### config.mk
export PLATFORM = sky130hd
export DESIGN_NAME = tilemap_fetch_ctrl
export DESIGN_NICKNAME = d
export VERILOG_FILES = /design/src/rtl/tilemap_fetch_ctrl.sv
export SDC_FILE = /design/constraint.sdc
export NUM_CORES = 1
export LEC_CHECK = 0
export ABC_CLOCK_PERIOD_IN_PS = 3400
export CAP_MARGIN = 20
export CORE_ASPECT_RATIO = 0.6
export CORE_UTILIZATION = 40
export CTS_BUF_LIST = sky130_fd_sc_hd__clkbuf_8 sky130_fd_sc_hd__clkbuf_16
export DETAILED_ROUTE_END_ITERATION = 7
export PLACE_DENSITY = 0.92
export SLEW_MARGIN = 25
export SYNTH_ARGS = -nofsm -noshare
export SYNTH_HDL_FRONTEND = slang
export SYNTH_SLANG_ARGS = --single-unit
### constraint.sdc
create_clock -name clk -period 3.4 [get_ports clk]
set_input_delay 0.68 -clock clk [delete_from_list [all_inputs] [get_ports clk]]
set_output_delay 0.68 -clock clk [all_outputs]
set_load 0.02 [all_outputs]
### src/rtl/tilemap_fetch_ctrl.sv
// ---------------------------------------------------------------------------
// tilemap_fetch_ctrl
//
// Per-scanline tilemap fetch sequencer. A line_start strobe launches a walk
// over the tile columns of the requested pixel row. For every column the
// block presents row/col to the external tilemap address decoder, requests
// the shared video RAM for the tile code and color, reads the tile ROM slice
// for the row, and writes one 8-pixel entry into the line buffer.
//
// Ports
//   clk, rst_L              system clock, async active-low reset
//   line_start, line_row    fetch strobe and the pixel row it refers to
//   busy, line_done         sequencer activity / one-cycle completion pulse
//   overrun                 sticky: line_start seen while a line was in flight
//   dcd_row, dcd_col        row/col to the address decoder
//   dcd_addr                decoder result (combinational from dcd_row/col)
//   vram_req/addr/gnt       video RAM request handshake shared with the CPU
//   vram_code, vram_color   read data, valid the cycle after the grant
//   rom_addr, rom_data      tile ROM address and the row slice one cycle later
//   lb_we, lb_addr, lb_data line buffer write port
//
// State table
//   state   | meaning
//   IDLE    | waiting for line_start
//   REQ     | video RAM requested for the current tile, waiting for grant
//   VWAIT   | grant taken; code/color arrive at the end of this cycle
//   ROM     | tile ROM address presented
//   WR      | ROM slice valid; line buffer entry written
//   DONE    | line complete, line_done pulsed
// ---------------------------------------------------------------------------
module tilemap_fetch_ctrl #(
    parameter int NUM_TILES = 28,
    parameter int NUM_ROWS  = 288
) (
    input  logic        clk,
    input  logic        rst_L,
    input  logic        line_start,
    input  logic [8:0]  line_row,
    output logic        busy,
    output logic        line_done,
    output logic        overrun,
    output logic [8:0]  dcd_row,
    output logic [9:0]  dcd_col,
    input  logic [15:0] dcd_addr,
    output logic        vram_req,
    output logic [15:0] vram_addr,
    input  logic        vram_gnt,
    input  logic [7:0]  vram_code,
    input  logic [7:0]  vram_color,
    output logic [10:0] rom_addr,
    input  logic [15:0] rom_data,
    output logic        lb_we,
    output logic [4:0]  lb_addr,
    output logic [21:0] lb_data
);

    typedef enum logic [2:0] {
        S_IDLE  = 3'd0,
        S_REQ   = 3'd1,
        S_VWAIT = 3'd2,
        S_ROM   = 3'd3,
        S_WR    = 3'd4,
        S_DONE  = 3'd5
    } state_t;

    localparam logic [8:0] ROW_LIMIT = 9'(NUM_ROWS);
    localparam logic [4:0] LAST_TILE = 5'(NUM_TILES - 1);

    state_t      state_q;
    logic [8:0]  row_q;
    logic [4:0]  tile_q;
    logic [4:0]  tile_d;
    logic [5:0]  color_q;
    logic        busy_q;
    logic        done_q;
    logic        overrun_q;
    logic        req_q;
    logic [10:0] rom_addr_q;
    logic        we_q;
    logic [4:0]  lb_addr_q;
    logic        in_flight_d;

    // Only the low six color bits reach the line buffer.
    logic        unused_color_bits;
    assign unused_color_bits = ^vram_color[7:6];

    assign tile_d      = tile_q + 5'd1;
    assign in_flight_d = (state_q == S_REQ) || (state_q == S_VWAIT) ||
                         (state_q == S_ROM) || (state_q == S_WR);

    always_ff @(posedge clk or negedge rst_L) begin
        if (!rst_L) begin
            state_q    <= S_IDLE;
            row_q      <= '0;
            tile_q     <= '0;
            color_q    <= '0;
            busy_q     <= 1'b0;
            done_q     <= 1'b0;
            overrun_q  <= 1'b0;
            req_q      <= 1'b0;
            rom_addr_q <= '0;
            we_q       <= 1'b0;
            lb_addr_q  <= '0;
        end else begin
            done_q <= 1'b0;
            we_q   <= 1'b0;

            // A strobe during an active fetch is dropped but remembered.
            if (line_start && in_flight_d) begin
                overrun_q <= 1'b1;
            end

            case (state_q)
                // DONE accepts a new line exactly like IDLE, giving
                // back-to-back lines with no idle gap.
                S_IDLE, S_DONE: begin
                    if (line_start) begin
                        row_q  <= line_row;
                        tile_q <= '0;
                        busy_q <= 1'b1;
                        if (line_row < ROW_LIMIT) begin
                            state_q <= S_REQ;
                            req_q   <= 1'b1;
                        end else begin
                            state_q <= S_DONE;
                            done_q  <= 1'b1;
                        end
                    end else begin
                        state_q <= S_IDLE;
                        busy_q  <= 1'b0;
                    end
                end

                S_REQ: begin
                    if (vram_gnt) begin
                        req_q   <= 1'b0;
                        state_q <= S_VWAIT;
                    end
                end

                S_VWAIT: begin
                    color_q    <= vram_color[5:0];
                    rom_addr_q <= {vram_code, row_q[2:0]};
                    state_q    <= S_ROM;
                end

                S_ROM: begin
                    rom_addr_q <= '0;
                    we_q       <= 1'b1;
                    lb_addr_q  <= tile_q;
                    state_q    <= S_WR;
                end

                S_WR: begin
                    lb_addr_q <= '0;
                    if (tile_q == LAST_TILE) begin
                        state_q <= S_DONE;
                        done_q  <= 1'b1;
                    end else begin
                        tile_q  <= tile_d;
                        req_q   <= 1'b1;
                        state_q <= S_REQ;
                    end
                end

                default: begin
                    state_q <= S_IDLE;
                    busy_q  <= 1'b0;
                    req_q   <= 1'b0;
                end
            endcase
        end
    end

    assign busy      = busy_q;
    assign line_done = done_q;
    assign overrun   = overrun_q;
    assign dcd_row   = row_q;
    assign dcd_col   = {2'b00, tile_q, 3'b000};
    assign vram_req  = req_q;
    assign rom_addr  = rom_addr_q;
    assign lb_we     = we_q;
    assign lb_addr   = lb_addr_q;

    // dcd_row/dcd_col are held for the whole REQ state, so the decoder
    // output is stable while the request is pending.
    assign vram_addr = req_q ? dcd_addr : 16'h0000;

    // The ROM slice only becomes valid during WR, so the line buffer data
    // is assembled combinationally in that cycle.
    assign lb_data   = we_q ? {color_q, rom_data} : 22'h000000;

endmodule

# ---- Word-level counts from Yosys, hierarchy flattened
# Index checks and enable logic that the tools add are counted.
dict set report classes {
  add_sub_neg 1
  n_lt_le_gt_ge 1
  eq_ne 10
  n_mux 24
  n_bitwise 1
  reduce_logical 14
}
# op n
set ops {}
lappend ops {{22-bit two-way mux} 1}
lappend ops {{11-bit one-hot mux with 2 select lines} 1}
lappend ops {{5-bit one-hot mux with 2 select lines} 2}
lappend ops {{16-bit two-way mux} 1}
lappend ops {{3-bit one-hot mux with 5 select lines} 1}
lappend ops {{3-bit two-way mux} 4}
lappend ops {{5-bit two-way mux} 2}
lappend ops {{9-bit < comparator, second input constant} 1}
lappend ops {{1-bit two-way mux} 9}
lappend ops {{2-bit != test, second input constant} 4}
lappend ops {{3-bit by 2-bit equality test with 1-bit output, second input constant} 2}
lappend ops {{3-bit equality test, second input constant} 2}
lappend ops {{2-bit nonzero test} 3}
lappend ops {{5-bit by 1-bit adder with 5-bit output, second input constant} 1}
lappend ops {{5-bit equality test, second input constant} 1}
lappend ops {{5-bit AND reduction} 1}
lappend ops {{1-bit one-hot mux with 2 select lines} 2}
lappend ops {{1-bit one-hot mux with 4 select lines} 1}
lappend ops {{2-bit OR reduction} 2}
lappend ops {{4-bit OR reduction} 1}
lappend ops {{3-bit by 1-bit equality test with 1-bit output, second input constant} 1}
lappend ops {{3-bit logical NOT} 1}
lappend ops {{1-bit logical OR} 3}
lappend ops {{3-bit AND reduction} 1}
lappend ops {{other kinds (3)} 3}
dict set report totals {
  regBits 44
  out_inout_bits 78
  word_cells 62
}

# ---- Logic depth before layout (Yosys ltp)
# Gate-level depths: netlist of the first run.
dict set report logic_depth {
  ltp_word 5
  mapped_depth 5
}

# ---- Worst setup path after synthesis of the first run
# OpenSTA, ideal clock, no wires.
dict set report synth_path {
  path_type {in2reg}
  start {in line_row[7]}
  end {reg req_q, in the netlist vram_req}
  arrival_ps 1550
  required_ps 3275
  slack_ps 1724
  path_stages 4
  n_path_buf 0
  cell_sequence {o31ai_2 > a22oi_2 > o211ai_2 > mux2_4}
}
dict set report synth_between {
  elab_chain_len 3
}
# item line_no
set synth_rtl {}
lappend synth_rtl {{start, declared} 38} ;# input logic [8:0] line_row,
lappend synth_rtl {{9-bit < comparator} 121} ;# if (line_row < ROW_LIMIT) begin
lappend synth_rtl {{2-bit != test (no line)} --}
lappend synth_rtl {{5-bit AND reduction (no line)} --}
lappend synth_rtl {{end signal, assigned} 123} ;# req_q <= 1'b1;
lappend synth_rtl {{end signal, assigned} 136} ;# req_q <= 1'b0;
lappend synth_rtl {{end signal, assigned} 161} ;# req_q <= 1'b1;
lappend synth_rtl {{end, declared} 77} ;# logic req_q;
# Every way passes these cells.
# A chain may end at the register's enable or synchronous reset.

# ---- Worst setup path in the final report of the first run
dict set report layout_path {
  start {in rom_data[3]}
  end {out lb_data[3]}
}
dict set report layout_between {
  elab_chain_len 1
}
# item line_no
set layout_rtl {}
lappend layout_rtl {{start, declared} 51} ;# input logic [15:0] rom_data,
lappend layout_rtl {{22-bit two-way mux} 191} ;# assign lb_data = we_q ? {color_q, rom_data} : 22'h000000;
lappend layout_rtl {{end, declared} 54} ;# output logic [21:0] lb_data
# Every way passes these cells.

==> results.tsv, run 1 <==
stage	metric	value	unit
route	drt-vias-per-instance	4.809	
synth	synth-edff-count	0	
final_layout	fill_cells	466	
final_layout	layoutNonFillerInstCount	429	
timing	hold_violations	0	
flow_run	maxCapViolations	0	
global_route	antenna_found_initial	0	
global_route	grt_max_degree	45	
timing	skew	0.005650	ns
floorplan	die_y	60.89	um
synth	synth.ff_latch_count	44	
power	internal_power	1.708	mW
global_route	grt_usage	0.2097	
synth	yosysMostFrequentCell	dfrtp_1	
clock_network	htreeDepth	2	
floorplan	die_w	100.2	um
floorplan	num_rows	21	
global_route	grt_pass1_wl	9.763	mm
worst_setup_path	cp-start-kind	input port	
worst_setup_path	endpoint_kind	output port	
power	power_frac_seq	0.339	
synth	yosys-top-cells-count	dfrtp_1, and2_1, nand2_1, mux2_2, nand3b_1	
clock_network	clk_latency	0.29	ns
power	power.total	2.913	mW
placed_design	dpl_cell_area	0.003626	sq mm
worst_setup_path	critPathKind	input port to output port	
clock_network	cts_buffers	5	
worst_setup_path	crit_required	2.72	ns
worst_setup_path	path_common_cell	clkdlybuf4s50_1	
worst_setup_path	cp_top_family	buffers and inverters	
worst_setup_path	cp_max_fo	1	
timing	fmax	390.5	MHz
final_layout	final_util	0.6653	
clock_network	cts_sinks	44	
run_status	status	complete, no violations	
route	via_count	2063	
floorplan	die-area	0.006098	sq mm
final_layout	nets	411	
route	ant_nets	0	
timing	setup_viol	0	
synth	synth_top_area_share	0.4762	
clock_network	clk_pin_slew	0.08	ns
synth	synthCells	224	
power	leakagePower	1.629	nW
timing	tns	0	ns
placed_design	gp_congestion	0.8351	
power	clkPwrFrac	0.105	
final_layout	drive_gt1_frac	0.09456	
route	wl	6.201	mm
final_layout	final_area	0.003706	sq mm
global_route	grt_overflow	0	
power	peakVddDrop	427.8	uV
synth	ys_top_cells_by_area	dfrtp_1, and2_1, mux2_2, nand2_1, nand3b_1	
synth	synth_area	0.002312	sq mm
clock_network	cts_tree	done	
placed_design	io_buffers	131	
power	p_sw_frac	0.4138	
synth	ys_seq_area_frac	0.4762	
clock_network	cts_setup_buffers	0	
global_route	grt_pass1_vias	1988	
timing	period_minus_slack	2.561	ns
synth	synth.avg_cell_area	10.32	sq um
timing	setup_ws	0.8394	ns
route	dr.pass1.iters	4	
clock_network	ctsResizeCount	0	
synth	yosysWarnings	0	
timing	drv_slew	0	
final_layout	synthToLayoutAreaGrowth	60.28	%
clock_network	clock_path_buffers	2	
timing	slew-limit-headroom	0.3172	
synth	synth_flop_cell	dfrtp_1	
synth	synth.distinct_cells	44	
placed_design	pre_cts_slack	0.8381	ns
power	pwr_density_cell	785.9	mW/mm^2
worst_setup_path	path_cells	clkdlybuf4s50_1, and2_1, clkdlybuf4s50_1	
timing	tightestPinTransition	1.024	ns
power	p_switching	1.205	mW
timing	whs	0.3713	ns
worst_setup_path	critPathBufInv	2	
synth	synth_area_leader_cell	dfrtp_1	
placed_design	dp_hpwl	4.702	mm
route	routedWlPerCell	14.45	um
worst_setup_path	cp_slowest_stage_delay	0.62	ns
floorplan	ioPinCount	139	
floorplan	initial_core_util	0.4151	
timing	final.period_utilization	0.7531	
final_layout	antennaDiodeCount	0	
route	drtIter0Drc	79	
power	pwr-share-comb	0.556	
worst_hold_path	hp-class	input port to async pin	
timing	rsz0062_at_grt	false	
route	drc	0	
synth	async_flop_share	1.000	
floorplan	coreArea	0.005570	sq mm
clock_network	cts-hold-fix-buffers	0	
clock_network	cts-root-buf	clkbuf_8	
placed_design	dp.cells	422	
worst_setup_path	cp_slowest_cell	clkdlybuf4s50_1	
worst_setup_path	cp.arrival	1.88	ns
worst reg2reg max path: stages, from the launching register on:
cell,delay (ns)
dfrtp_1,0.63
and2b_1,0.73
nand2_1,0.32
o22ai_1,0.22
nor2_1,0.06
layout make-up:
cell class	count	area (sq um)	area share
inverter	2	7.507	0.002026
clock buffer	5	68.82	0.01857
clock inverter	2	8.758	0.002363
multi-input combinational	165	1111	0.2998
tap	80	100.1	0.02701
timing repair buffer	131	1309	0.3531
sequential	44	1101	0.2971
power by group through the flow:
| stage | sequential (mW) | combinational, mW | clock (mW) |
|---|---|---|---|
| floorplan | 1.04 | 0.898 | 0 |
| global placement | 0.977 | 1.58 | 0 |
| detailed placement | 0.996 | 1.63 | 0 |
| CTS | 0.986 | 1.63 | 0.313 |
| global route | 1.03 | 1.74 | 0.345 |
| finish | 0.988 | 1.62 | 0.305 |
cells in the final DEF, fill, tap and decap left out, types with 3 or more instances in the layout:
cell type / Yosys / layout
nand3b_1: 12 / 12
inv_1: 2 / 3
mux2_2: 15 / 15
nor3_1: 3 / 3
and2_1: 38 / 38
and3_1: 3 / 3
clkbuf_8: 0 / 5
o22ai_1: 6 / 6
conb_1: 1 / 5
a21oi_1: 7 / 7
nor2_1: 11 / 11
nor2b_1: 3 / 3
clkdlybuf4s50_1: 0 / 130
nand2b_1: 4 / 4
dfrtp_1: 44 / 44
nand2_1: 27 / 27
cell families (layout without fill, tap and decap cells):
kind of cell / after synthesis / after routing / synth area share
flops: 44 / 44 / 0.4762
other cells: 1 / 5 / 0.001622
xor+xnor: 1 / 1 / 0.003789
simple gates: 111 / 111 / 0.2771
buf+inv: 19 / 140 / 0.04978
fa+ha+maj: 1 / 1 / 0.005410
compound gates: 28 / 28 / 0.09308
mux: 19 / 19 / 0.09307
per-layer routing:
layer | track usage | vias up | part of all wire
met2 | 0.3249 | 66 | 0.44
li1 | - | 1007 | -
met3 | 0.06106 | 7 | 0.064
met4 | 0.05176 | 0 | 0.0061
met5 | 0 | - | 0
met1 | 0.2928 | 983 | 0.48
path summary, 6_finish.rpt:
path	startpoint	end	slack [ns]	cells after the start
min in group clk	rom_addr[1]	rom_addr[1]	0.47	2
worst max register to register	state_q[2]	lb_addr[2]	1.33	4
worst min register to register	rom_addr[1]	rom_addr[1]	0.47	2
max in group asynchronous	rst_L	lb_we	2.64	1
worst max-delay path	rom_data[3]	lb_data[3]	0.84	3
worst min-delay path	rst_L	rom_addr[9]	0.37	1
sequential cells by signal, summed over array words and instances (netlist names):
register / count
lb_addr: 5
dcd_row: 9
vram_req: 1
line_done: 1
overrun: 1
color_q: 6
tile_q: 5
lb_we: 1
rom_addr: 11
state_q: 3
busy: 1
No activity file was read; power rests on OpenSTA's default activity.
==> inputs of run 2 (changes only) <==
--- a/config.mk
+++ b/config.mk
@@ -5,13 +5,13 @@
 export SDC_FILE = /design/constraint.sdc
 export NUM_CORES = 1
 export LEC_CHECK = 0
-export ABC_CLOCK_PERIOD_IN_PS = 3400
+export ABC_CLOCK_PERIOD_IN_PS = 2300
 export CAP_MARGIN = 20
 export CORE_ASPECT_RATIO = 0.6
-export CORE_UTILIZATION = 40
+export CORE_UTILIZATION = 34
 export CTS_BUF_LIST = sky130_fd_sc_hd__clkbuf_8 sky130_fd_sc_hd__clkbuf_16
 export DETAILED_ROUTE_END_ITERATION = 7
-export PLACE_DENSITY = 0.92
+export PLACE_DENSITY = 0.84
 export SLEW_MARGIN = 25
 export SYNTH_ARGS = -nofsm -noshare
 export SYNTH_HDL_FRONTEND = slang
==> constraint.sdc (replaced) <==
create_clock -name clk -period 2.3 [get_ports clk]
set_input_delay 0.46 -clock clk [delete_from_list [all_inputs] [get_ports clk]]
set_output_delay 0.46 -clock clk [all_outputs]
set_load 0.02 [all_outputs]
==> results.tsv, run 2 (synthesized netlist as in run 1, its figures left out) <==
stage	metric	value	unit	change
run_status	status	complete, no violations		
route	drt-vias-per-instance	4.649		-3.3%
floorplan	die_w	108.5	um	+8.3%
timing	tightestPinTransition	0.6322	ns	-0.3921 ns
worst_setup_path	cp.arrival	1.68	ns	-0.20 ns
floorplan	initial_core_util	0.3652		-0.04988
power	power.total	4.591	mW	+58%
final_layout	fill_cells	531		+14%
route	wl	6.199	mm	about the same
clock_network	clk_pin_slew	0.06	ns	-0.02 ns
global_route	grt_pass1_vias	1972		-0.80%
timing	setup_ws	0.1614	ns	-0.6781 ns
worst_setup_path	r2r_start	state_q[2]		
final_layout	final_util	0.6061		-0.05919
clock_network	cts_setup_buffers	0		unchanged
floorplan	coreArea	0.006331	sq mm	+14%
timing	drv_slew	0		unchanged
final_layout	synthToLayoutAreaGrowth	65.96	%	
worst_setup_path	cp-start-kind	register		
final_layout	final_area	0.003837	sq mm	+3.5%
floorplan	num_rows	22		+4.8%
timing	tns	0	ns	unchanged
final_layout	final_common_cell	clkdlybuf4s50_1		
global_route	grt_usage	0.1810		-0.02874
worst_setup_path	critPathLaunch	vram_req		
route	drtIter0Drc	94		+19%
worst_setup_path	cp_slowest_cell	clkdlybuf4s50_1		
timing	final.period_utilization	0.9298		
route	routedWlPerCell	14.06	um	-2.8%
power	leakagePower	1.689	nW	+3.7%
worst_setup_path	critPathKind	register to output port		
floorplan	die-area	0.007146	sq mm	+17%
timing	whs	0.4655	ns	+0.09415 ns
timing	hold_violations	0		unchanged
timing	rsz0062_at_grt	false		
worst_setup_path	cp_max_fo	18		+17
clock_network	clk_latency	0.28	ns	about the same
placed_design	dpl_cell_area	0.003676	sq mm	+1.4%
route	dr.pass1.iters	5		+1
clock_network	clock_path_buffers	2		unchanged
placed_design	pre_cts_slack	0.1838	ns	-0.6544 ns
placed_design	dp.cells	432		+2.4%
placed_design	io_buffers	131		unchanged
worst_hold_path	hp-class	register to register		
global_route	grt_pass1_wl	10.01	mm	+2.5%
route	ant_nets	0		unchanged
placed_design	dp_hpwl	4.774	mm	+1.5%
flow_run	maxCapViolations	0		unchanged
power	peakVddDrop	648.7	uV	+52%
floorplan	ioPinCount	139		unchanged
global_route	grt_overflow	0		unchanged
final_layout	mostFrequentLayoutCells	clkdlybuf4s50_1, dfrtp_1, and2_1		
global_route	grt_max_degree	24		-47%
final_layout	antennaDiodeCount	0		unchanged
power	pwr_density_cell	1196	mW/mm^2	+52%
worst_setup_path	path_cells	and2_1, clkdlybuf4s50_1		
timing	setup_viol	0		unchanged
worst_setup_path	crit_required	1.84	ns	-0.88 ns
timing	fmax	467.6	MHz	
clock_network	cts_buffers	5		unchanged
clock_network	cts_tree	done		
floorplan	die_y	65.88	um	+8.2%
final_layout	layoutNonFillerInstCount	441		+2.8%
route	drc	0		unchanged
final_layout	largest_register_ffs	11		unchanged
timing	skew	0.007287	ns	+0.001637 ns
worst_setup_path	endpoint_kind	output port		
clock_network	htreeDepth	2		unchanged
placed_design	gp_congestion	0.8175		-2.1%
final_layout	drive_gt1_frac	0.1148		+0.02029
clock_network	cts-root-buf	clkbuf_16		
route	via_count	2050		-0.63%
clock_network	cts_sinks	44		unchanged
final_layout	nets	418		+1.7%
timing	period_minus_slack	2.139	ns	
timing	slew-limit-headroom	0.5786		+0.2614
worst_hold_path	min_from	rom_addr[5]		
global_route	antenna_found_initial	0		unchanged
worst_setup_path	cp_slowest_stage_delay	0.61	ns	about the same
==> run 2: what timing repair did <==
| item | in CTS | in global routing |
|---|---|---|
| hold buffers | 1 | 0 |
| gates resized for setup | 0 | 1 |
| hold endpoints to repair | 4 | 0 |
| setup endpoints to repair | 0 | 22 |
==> run 2: path summary, 6_finish.rpt <==
path / to / slack (ns) / depth (start not counted)
max reg2reg: lb_addr[0] / 0.59 / 4
min in group asynchronous: rom_addr[7] / 0.54 / 2
max: vram_addr[12] / 0.16 / 2
min: rom_addr[5] / 0.47 / 2
max in group asynchronous: lb_we / 1.24 / 3
min reg2reg: rom_addr[5] / 0.47 / 2
==> run 2: worst max-delay path: cells and delay by family (launching register included) <==
| family | cells | cell delay, ns |
|---|---|---|
| and+or+nand+nor | 1 | 0.19 |
| buffers and inverters | 1 | 0.61 |
| DFF | 1 | 0.59 |
==> run 2: layer usage <==
metal  vias up  GRT usage  part of all wire
met4         0    0.03547            0.0053
met5         -          0                 0
met1       958     0.2565              0.48
met2        73     0.2816              0.44
met3         5    0.04236             0.069
li1       1014          -                 -
==> run 2: area by class of cell <==
| cell class | count | area [sq um] | area share |
|---|---|---|---|
| Clock buffer | 6 | 138.9 | 0.03619 |
| Clock inverter | 2 | 11.26 | 0.002934 |
| Inverter | 2 | 7.507 | 0.001956 |
| Multi-Input combinational cell | 165 | 1111 | 0.2895 |
| Sequential cell | 44 | 1102 | 0.2873 |
| Tap cell | 84 | 105.1 | 0.02739 |
| Timing Repair Buffer | 138 | 1361 | 0.3547 |
==> run 2: power by group <==
part | leakage, nW | internal (mW) | switching (mW) | total [mW]
clock network | 0.0743 | 0.428 | 0.278 | 0.706
logic | 1.06 | 1.29 | 1.18 | 2.47
registers | 0.552 | 1.08 | 0.333 | 1.41
==> inputs of run 3 (changes only) <==
--- a/config.mk
+++ b/config.mk
@@ -5,7 +5,6 @@
 export SDC_FILE = /design/constraint.sdc
 export NUM_CORES = 1
 export LEC_CHECK = 0
-export ABC_CLOCK_PERIOD_IN_PS = 2300
 export CAP_MARGIN = 20
 export CORE_ASPECT_RATIO = 0.6
 export CORE_UTILIZATION = 34
==> results of run 3 <==
Same layout as run 2: the final DEF is identical, and so are final timing and power.
